`src/rtl/gemm_mac_sequencer.sv`:
```
// Tiled GEMM sequencer around an external N-lane MAC: walks i/j/k, issues operand
// reads, accumulates chunk dot products and streams finished C elements out of a FIFO.
module gemm_mac_sequencer #(
    parameter int WIDTH     = 16,
    parameter int N         = 8,
    parameter int ACC_W     = 40,
    parameter int ADDR_W    = 16,
    parameter int RD_LAT    = 1,
    parameter int OUT_DEPTH = 4
) (
    input  logic                 clk,
    input  logic                 rst,
    input  logic                 start,
    input  logic [7:0]           cfg_m,
    input  logic [7:0]           cfg_p,
    input  logic [7:0]           cfg_kc,
    output logic                 busy,
    output logic                 done,
    output logic                 a_rd_en,
    output logic [ADDR_W-1:0]    a_rd_addr,
    output logic                 b_rd_en,
    output logic [ADDR_W-1:0]    b_rd_addr,
    input  logic [2*WIDTH-1:0]   mac_result,
    output logic                 c_valid,
    input  logic                 c_ready,
    output logic [ACC_W-1:0]     c_data,
    output logic [7:0]           c_row,
    output logic [7:0]           c_col
);
    localparam int TAG_LEN = RD_LAT + 1;
    localparam int PTR_W   = (OUT_DEPTH > 1) ? $clog2(OUT_DEPTH) : 1;
    localparam int CNT_W   = $clog2(OUT_DEPTH + 1);

    if (N < 1 || ACC_W < 2*WIDTH) begin : g_param_check
        $error("gemm_mac_sequencer: N must be >= 1 and ACC_W >= 2*WIDTH");
    end

    typedef enum logic [1:0] {S_IDLE, S_RUN, S_DRAIN, S_DONE} state_t;

    typedef struct packed {
        logic       valid;
        logic       first;
        logic       last;
        logic [7:0] i;
        logic [7:0] j;
    } tag_t;

    typedef struct packed {
        logic [ACC_W-1:0] data;
        logic [7:0]       row;
        logic [7:0]       col;
    } elem_t;

    state_t             state_reg, state_next;
    logic [7:0]         m_reg, p_reg, kc_reg;
    logic [7:0]         i_reg, j_reg, k_reg;
    logic [ADDR_W-1:0]  a_addr_reg, b_addr_reg, a_row_base_reg;
    logic [CNT_W-1:0]   credit_reg;
    logic [ACC_W-1:0]   acc_reg, acc_next, mac_ext;
    logic [TAG_LEN-1:0] tag_valid;
    tag_t               issue_tag, tail;

    elem_t              fifo_mem [OUT_DEPTH];
    logic [PTR_W-1:0]   wr_ptr_reg, rd_ptr_reg;
    logic [CNT_W-1:0]   count_reg;
    elem_t              head, push_elem;

    logic cfg_ok, last_k, last_j, last_i, stall, issue, take, push, pop;

    assign cfg_ok = (cfg_m != 8'd0) && (cfg_p != 8'd0) && (cfg_kc != 8'd0);
    assign last_k = (k_reg == kc_reg - 8'd1);
    assign last_j = (j_reg == p_reg - 8'd1);
    assign last_i = (i_reg == m_reg - 8'd1);
    // Only the chunk that completes an element consumes a FIFO slot, so only it waits for credit.
    assign stall  = last_k && (credit_reg == '0);
    assign issue  = (state_reg == S_RUN) && !stall;
    assign take   = issue && last_k;
    assign pop    = c_valid && c_ready;

    always_ff @(posedge clk) begin
        if (rst) begin
            state_reg <= S_IDLE;
        end else begin
            state_reg <= state_next;
        end
    end

    always_comb begin
        state_next = state_reg;
        case (state_reg)
            S_IDLE:  if (start) state_next = cfg_ok ? S_RUN : S_DONE;
            S_RUN:   if (issue && last_k && last_j && last_i) state_next = S_DRAIN;
            S_DRAIN: if (tag_valid == '0 && count_reg == '0) state_next = S_DONE;
            S_DONE:  state_next = S_IDLE;
            default: state_next = S_IDLE;
        endcase
    end

    // Addresses advance incrementally; a_row_base_reg rewinds A to the row start between columns.
    always_ff @(posedge clk) begin
        if (rst) begin
            m_reg          <= '0;
            p_reg          <= '0;
            kc_reg         <= '0;
            i_reg          <= '0;
            j_reg          <= '0;
            k_reg          <= '0;
            a_addr_reg     <= '0;
            b_addr_reg     <= '0;
            a_row_base_reg <= '0;
        end else if (state_reg == S_IDLE && start) begin
            m_reg          <= cfg_m;
            p_reg          <= cfg_p;
            kc_reg         <= cfg_kc;
            i_reg          <= '0;
            j_reg          <= '0;
            k_reg          <= '0;
            a_addr_reg     <= '0;
            b_addr_reg     <= '0;
            a_row_base_reg <= '0;
        end else if (issue) begin
            if (!last_k) begin
                k_reg      <= k_reg + 8'd1;
                a_addr_reg <= a_addr_reg + 1'b1;
                b_addr_reg <= b_addr_reg + 1'b1;
            end else begin
                k_reg <= '0;
                if (!last_j) begin
                    j_reg      <= j_reg + 8'd1;
                    b_addr_reg <= b_addr_reg + 1'b1;
                    a_addr_reg <= a_row_base_reg;
                end else begin
                    j_reg          <= '0;
                    i_reg          <= i_reg + 8'd1;
                    b_addr_reg     <= '0;
                    a_addr_reg     <= a_addr_reg + 1'b1;
                    a_row_base_reg <= a_addr_reg + 1'b1;
                end
            end
        end
    end

    always_ff @(posedge clk) begin
        if (rst) begin
            credit_reg <= CNT_W'(OUT_DEPTH);
        end else if (take && !pop) begin
            credit_reg <= credit_reg - 1'b1;
        end else if (pop && !take) begin
            credit_reg <= credit_reg + 1'b1;
        end
    end

    always_comb begin
        issue_tag       = '0;
        issue_tag.valid = issue;
        issue_tag.first = (k_reg == 8'd0);
        issue_tag.last  = last_k;
        issue_tag.i     = i_reg;
        issue_tag.j     = j_reg;
    end

    genvar gi;
    for (gi = 0; gi < TAG_LEN; gi++) begin : g_tag
        tag_t stage_reg;
        if (gi == 0) begin : g_head
            always_ff @(posedge clk) begin
                if (rst) stage_reg <= '0;
                else     stage_reg <= issue_tag;
            end
        end else begin : g_shift
            always_ff @(posedge clk) begin
                if (rst) stage_reg <= '0;
                else     stage_reg <= g_tag[gi-1].stage_reg;
            end
        end
        assign tag_valid[gi] = stage_reg.valid;
    end

    assign tail    = g_tag[TAG_LEN-1].stage_reg;
    assign mac_ext = ACC_W'(signed'(mac_result));
    assign push    = tail.valid && tail.last;

    always_comb begin
        acc_next = tail.first ? mac_ext : acc_reg + mac_ext;
    end

    always_ff @(posedge clk) begin
        if (rst) begin
            acc_reg <= '0;
        end else if (tail.valid) begin
            acc_reg <= acc_next;
        end
    end

    function automatic logic [PTR_W-1:0] ptr_inc(input logic [PTR_W-1:0] p);
        return (p == PTR_W'(OUT_DEPTH - 1)) ? '0 : p + 1'b1;
    endfunction

    always_comb begin
        push_elem      = '0;
        push_elem.data = acc_next;
        push_elem.row  = tail.i;
        push_elem.col  = tail.j;
    end

    always_ff @(posedge clk) begin
        if (push) fifo_mem[wr_ptr_reg] <= push_elem;
    end

    always_ff @(posedge clk) begin
        if (rst) begin
            wr_ptr_reg <= '0;
            rd_ptr_reg <= '0;
            count_reg  <= '0;
        end else begin
            if (push) wr_ptr_reg <= ptr_inc(wr_ptr_reg);
            if (pop)  rd_ptr_reg <= ptr_inc(rd_ptr_reg);
            if (push && !pop)      count_reg <= count_reg + 1'b1;
            else if (pop && !push) count_reg <= count_reg - 1'b1;
        end
    end

    assign head      = fifo_mem[rd_ptr_reg];
    assign c_valid   = (count_reg != '0);
    assign c_data    = c_valid ? head.data : '0;
    assign c_row     = c_valid ? head.row : '0;
    assign c_col     = c_valid ? head.col : '0;

    assign busy      = (state_reg == S_RUN) || (state_reg == S_DRAIN);
    assign done      = (state_reg == S_DONE);
    assign a_rd_en   = issue;
    assign b_rd_en   = issue;
    assign a_rd_addr = a_addr_reg;
    assign b_rd_addr = b_addr_reg;
endmodule

```
`config.mk`:
```
export PLATFORM = sky130hd
export DESIGN_NAME = gemm_mac_sequencer
export DESIGN_NICKNAME = d
export VERILOG_FILES = /design/src/rtl/gemm_mac_sequencer.sv
export SDC_FILE = /design/constraint.sdc
export NUM_CORES = 1
export LEC_CHECK = 0
export ABC_AREA = 0
export CORE_MARGIN = 2
export CORE_UTILIZATION = 59
export CTS_CLUSTER_SIZE = 8
export DETAILED_ROUTE_END_ITERATION = 10
export GPL_TIMING_DRIVEN = 0
export PLACE_DENSITY = 0.81
export REMOVE_ABC_BUFFERS = 1
export SLEW_MARGIN = 40
export SYNTH_ARGS = -nofsm -noshare
export SYNTH_HDL_FRONTEND = slang
export SYNTH_SLANG_ARGS = --single-unit
```
`constraint.sdc`:
```
create_clock -name clk -period 4.75 [get_ports clk]
set_input_delay 0.95 -clock clk [delete_from_list [all_inputs] [get_ports clk]]
set_output_delay 0.95 -clock clk [all_outputs]
set_load 0.02 [all_outputs]
```
==> After elaboration in Yosys (flattened, before gate mapping) <==
Memory sizes are Yosys's and may differ from the RTL's. A register that Yosys moved wholly into a read port is not among the register bits.
Cells that the tools add are included.
{ "totals": {"rom_bits": 0, "latch_bits": 0, "mem_count": 1, "inputBits": 60, "regBits": 186, "elab_cells": 112, "ramBits": 224} }
{ "mem_list": {"columns": ["memory", "words", "width", "rd", "rd_ports_with_merged_regs", "write_ports", "line", "text"], "rows": [
  ["fifo_mem", 4, 56, 1, 1, 1, "63", "elem_t fifo_mem [OUT_DEPTH];"]
]} }
{ "classes": {"n_div": 0, "n_shift": 0, "n_mul": 0, "n_lt_le_gt_ge": 0, "n_reduce_logical": 35, "addsub": 15, "muxes": 25, "bitwise_logic": 0, "eq_ne": 11} }
{ "op_table": {"columns": ["operator", "count"], "rows": [
  ["two-way mux 40 bit", 2],
  ["two-way mux 16 bit", 4],
  ["adder 40 bit", 1],
  ["adder 16 x 1 -> 16 bit (second input constant)", 2],
  ["two-way mux 8 bit", 4],
  ["adder 8 x 1 -> 8 bit (second input constant)", 3],
  ["equality test 8 bit", 3],
  ["nonzero test 8 bit", 3],
  ["subtractor 8 x 1 -> 8 bit (second input constant)", 3],
  ["two-way mux 2 bit", 8],
  ["logical AND 1 bit", 15],
  ["two-way mux 3 bit", 4],
  ["equality test 2 bit (second input constant)", 4],
  ["zero test 8 bit", 1],
  ["case mux 2 bit (4 select lines)", 1],
  ["adder 3 x 1 -> 3 bit (second input constant)", 2],
  ["zero test 3 bit", 2],
  ["inequality test 2 bit (second input constant)", 3],
  ["AND reduction 3 bit", 2],
  ["subtractor 3 x 1 -> 3 bit (second input constant)", 2],
  ["adder 2 x 1 -> 2 bit (second input constant)", 2],
  ["zero test 1 bit", 4],
  ["zero test 2 bit", 2],
  ["nonzero test 2 bit", 2],
  ["6 further kinds", 7]
]} }

==> Depth between registers and ports, before layout <==
{ "logic_depth": {"depth_word": 10, "depth_mapped": 16, "mapped_depth_nobuf": 14} }

==> Worst setup path before layout <==
Ideal clock, no wire load.
{ "synth_path": {"path_kind": "input port to flip-flop", "startpoint": "input mac_result[0]", "endpoint": "memory fifo_mem[0][54] (netlist bit), data pin", "path_stages": 12, "path_buffers": 0, "arrival_ns": 3.164, "setup_slack_ns": 1.302, "path_cell_list": "ha_1 -> inv_1 -> fa_1 -> nor2b_1 -> o211ai_1 -> a21oi_1 -> o2111ai_1 -> a211o_1 -> and3_4 -> o311ai_4 -> xnor2_1 -> o21ai_1"} }
{ "synth_via": {"elab_chain_cells": 2} }
{ "synth_rtl": {"columns": ["element", "line", "text"], "rows": [
  ["start: declaration", "23", "input logic [2*WIDTH-1:0] mac_result,"],
  ["adder 40 bit", "184", "acc_next = tail.first ? mac_ext : acc_reg + mac_ext;"],
  ["two-way mux 40 bit", "184", null],
  ["named net acc_next[38]", "59", "logic [ACC_W-1:0] acc_reg, acc_next, mac_ext;"],
  ["end: declaration", "63", null]
]} }
The timed path passes the listed nets, and every way through them passes these cells.

==> Worst setup path after layout <==
{ "layout_path": {"startpoint": "register kc_reg[0]", "endpoint": "output a_rd_en"} }
{ "layout_via": {"elab_chain_cells": 5} }
{ "layout_rtl": {"columns": ["element", "line", "text"], "rows": [
  ["start: declaration", "55", "logic [7:0] m_reg, p_reg, kc_reg;"],
  ["start signal: assignment", "114", "kc_reg <= cfg_kc;"],
  ["subtractor 8 x 1 -> 8 bit", "71", "assign last_k = (k_reg == kc_reg - 8'd1);"],
  ["equality test 8 bit", "71", null],
  ["logical AND 1 bit", "75", "assign stall = last_k && (credit_reg == '0);"],
  ["zero test 1 bit", "76", "assign issue = (state_reg == S_RUN) && !stall;"],
  ["logical AND 1 bit", "76", null],
  ["end: declaration", "19", "output logic a_rd_en,"]
]} }
Every way passes these cells.

==> impl_metrics.env <==
export IMPL_status="finished clean"
export IMPL_critPathLaunchType="register"
export IMPL_path_cells="inv_1 > ha_1 > nand2b_1 > a21boi_0 > o31ai_2 > or3_1 > o31ai_4 > buf_4 > inv_2 > dlymetal6s2s_1"
export IMPL_period_needed_ns=4.31
export IMPL_ys_seq_elements=412
export IMPL_numCtsBuffers=57
export IMPL_vdd_drop_max_mv=0.452
export IMPL_netlist_instances=1717
export IMPL_layout_worst_path_cycle_share=0.907
export IMPL_crit_start="kc_reg[0]$_SDFFE_PP0P_"
export IMPL_numPortBuffers=152
export IMPL_grt_antenna_before_repair=1
export IMPL_initial_utilization=0.595
export IMPL_hpwlAfterDp_um=28800
export IMPL_coreArea_um2=32400
export IMPL_maxSlewViolCount=0
export IMPL_finalClockSkew_ns=0.0202
export IMPL_cts_tree="done"
export IMPL_grtUsageTotal=0.263
export IMPL_ios=153
export IMPL_mappedNetlistArea_um2=19300
export IMPL_place_ws_ns=0.222
export IMPL_die_area_um2=34100
export IMPL_avgViaCountPerCell=5.87
export IMPL_fin_total_pwr_mw=11.6
export IMPL_grt_pass1_vias=13700
export IMPL_regToRegSetupSlack_ns=0.56
export IMPL_drive_gt1_frac=0.0941
export IMPL_place_area_um2=21300
export IMPL_dpl_cell_count=2236
export IMPL_syn2layout_area_growth_pct=19.3
export IMPL_ctsHoldBuffers=0
export IMPL_yosys_area_top_type="edfxtp_1"
export IMPL_drc=0
export IMPL_ys_warn_count=0
export IMPL_die_h_um=185
export IMPL_worstRegToRegCells=14
export IMPL_setup_violations=0
export IMPL_die_w_um=185
export IMPL_gp_congestion=0.903
export IMPL_grt_ovfl_total=0
export IMPL_instances_no_fill=2335
export IMPL_p_leak_nw=8.17
export IMPL_rows=66
export IMPL_vias=13700
export IMPL_clk_latency_ns=0.57
export IMPL_grt_pass1_wl_um=71000
export IMPL_cts_num_sinks=412
export IMPL_synth_top_area_frac=0.349
export IMPL_critPathRequiredTime_ns=3.80
export IMPL_routed_wl_um=44200
export IMPL_worst_path_max_delay_cell="dfxtp_1"
export IMPL_hold_worst_slack_ns=0.436
export IMPL_synth_most_common_cell="edfxtp_1"
export IMPL_end_kind="primary output"
export IMPL_power_density_nw_per_um2=504
export IMPL_grt_setup_unrepaired="false"
export IMPL_hold_viol=0
export IMPL_antenna_left=0
export IMPL_hp_class="register to register"
export IMPL_cts_root_buf="clkbuf_16"
export IMPL_clk_pin_slew_ns=0.05
export IMPL_endpoint="a_rd_en"
export IMPL_drv_cap=0
export IMPL_avgSynthCellArea_um2=11.2
export IMPL_final_cell_area_um2=23000
export IMPL_hold_path_depth=1
export IMPL_critical_path_class="register to primary output"
export IMPL_setup_ws_ns=0.443
export IMPL_fmaxAchievable_mhz=232
export IMPL_firstDrtPassIters=5
export IMPL_rr_endpoint="credit_reg[2]$_SDFFE_PP1P_"
export IMPL_timing_rr_start="kc_reg[0]$_SDFFE_PP0P_"
export IMPL_yosys_top_cells_count="edfxtp_1, dfxtp_1, nand2_1, nor2_1, a21oi_1"
export IMPL_nNetsFinal=1977
export IMPL_ys_flop_type="edfxtp_1"
export IMPL_relSlewSlack=0.435
export IMPL_htreeDepth=2
export IMPL_largest_reg_flops=224
export IMPL_grt_max_degree=62
export IMPL_cts_buffer_depth=3
export IMPL_worst_pin_slew_ns=0.844
export IMPL_async_flop_share=0
export IMPL_ys_seq_area_frac=0.545
export IMPL_synth_edf_count=224
export IMPL_synth_cell_types=70
export IMPL_critPathMaxFanout=16
export IMPL_drt_iter0_markers=1129
export IMPL_cpPeakStageDelay_ns=0.44
export IMPL_wl_per_cell_um=18.9
export IMPL_critPathArrivalTime_ns=3.36
export IMPL_ys_top_cells_by_area="edfxtp_1, dfxtp_1, mux4_2"
[per-stage QoR]
| step | utilization | TNS [ns] |
|---|---|---|
| floorplan | - | 0 |
| global placement | 0.648 | -320.30 |
| detailed placement | 0.658 | 0 |
| CTS | 0.709 | 0 |
| global route | 0.710 | 0 |
| finish | 0.710 | 0 |
[layout make-up]
class | instances | area (um^2)
clock buffers | 96 | 1640
fillers | 2190 | 9400
diodes | 1 | 2.50
repair buffers | 168 | 1800
multi-input cells | 1169 | 8300
inverters | 46 | 173
well taps | 442 | 553
clock inverters | 1 | 8.76
flip-flops and latches | 412 | 10500
[critical path, delay by kind of cell, from the launching register on]
family	cells	cell delay [ns]
flip-flops	1	0.44
adder cells (fa/ha/maj)	1	0.31
AO/OA/AOI/OAI	3	0.67
AND/OR/NAND/NOR	2	0.59
buffers and inverters	4	0.77
[placed cells by master (no fill, tap or decap), types with 5 or more instances in the layout]
master,count
o21ai_1,9
clkdlybuf4s50_1,149
clkbuf_16,59
o211ai_1,7
nor2b_1,41
o211a_1,5
and3_4,5
nand2_1,176
edfxtp_1,224
a211oi_1,8
or2_2,6
mux2_2,10
nor2_1,153
a222oi_1,6
nor4_1,10
nand3_1,51
nand4_1,22
clkbuf_1,35
mux2i_1,23
and3_1,20
a31oi_1,8
buf_12,9
a21o_1,12
nor3_1,21
ha_1,60
nand2b_1,11
a21oi_1,108
a311oi_1,12
or3_1,11
o21a_1,13
o21ai_0,57
inv_1,44
dfxtp_1,184
xnor2_1,51
and2_1,62
mux4_2,56
xor2_1,63
[cells by family (layout without fill, tap and decap cells)]
| kind of cell | count (synthesis) | after routing | share of synthesized area |
|---|---|---|---|
| xor gates and xnor gates | 114 | 114 | 0.0518 |
| buffers and inverters | 136 | 311 | 0.0277 |
| adders and majority gates | 63 | 63 | 0.0421 |
| AOI/OAI and AO/OA | 290 | 290 | 0.0950 |
| DFF | 412 | 412 | 0.545 |
| and+or+nand+nor | 613 | 613 | 0.155 |
| muxes | 89 | 89 | 0.0833 |
| other | 0 | 1 | 0 |
[metal layers]
layer | track usage | routed length (um) | vias to the layer above
li1 | - | - | 6504
met1 | 0.346 | 18900 | 6693
met2 | 0.457 | 21900 | 444
met3 | 0.0369 | 2470 | 76
met4 | 0.0737 | 962 | 0
met5 | 0 | 0 | -
[report_power, final]
| part | leakage, nW | internal, mW | switching (mW) |
|---|---|---|---|
| Clock | 0.787 | 2.30 | 1.41 |
| Combinational | 3.83 | 1.65 | 2.03 |
| Sequential | 3.55 | 4.00 | 0.195 |
[how the worst min path moves through the flow]
stage | startpoint | endpoint
final | g_tag[0].stage_reg[1]$_SDFF_PP0_ | g_tag[1].stage_reg[1]$_SDFF_PP0_
after detailed placement | g_tag[0].stage_reg[3]$_SDFF_PP0_ | g_tag[1].stage_reg[3]$_SDFF_PP0_
after global routing | g_tag[0].stage_reg[5]$_SDFF_PP0_ | g_tag[1].stage_reg[5]$_SDFF_PP0_
after CTS | g_tag[0].stage_reg[1]$_SDFF_PP0_ | g_tag[1].stage_reg[1]$_SDFF_PP0_
after global placement | g_tag[0].stage_reg[16]$_SDFF_PP0_ | g_tag[1].stage_reg[16]$_SDFF_PP0_
after floorplan | g_tag[0].stage_reg[0]$_SDFF_PP0_ | g_tag[1].stage_reg[0]$_SDFF_PP0_
[what timing repair did]
action | 4_1_cts | 5_1_grt
cloned | 0 | 0
endpoints found under the setup margin | 2 | 2
setup buffers | 1 | 0
pin swaps | 1 | 0
gates resized for setup | 0 | 3
Note: power is estimated with default switching activity, not from simulation.
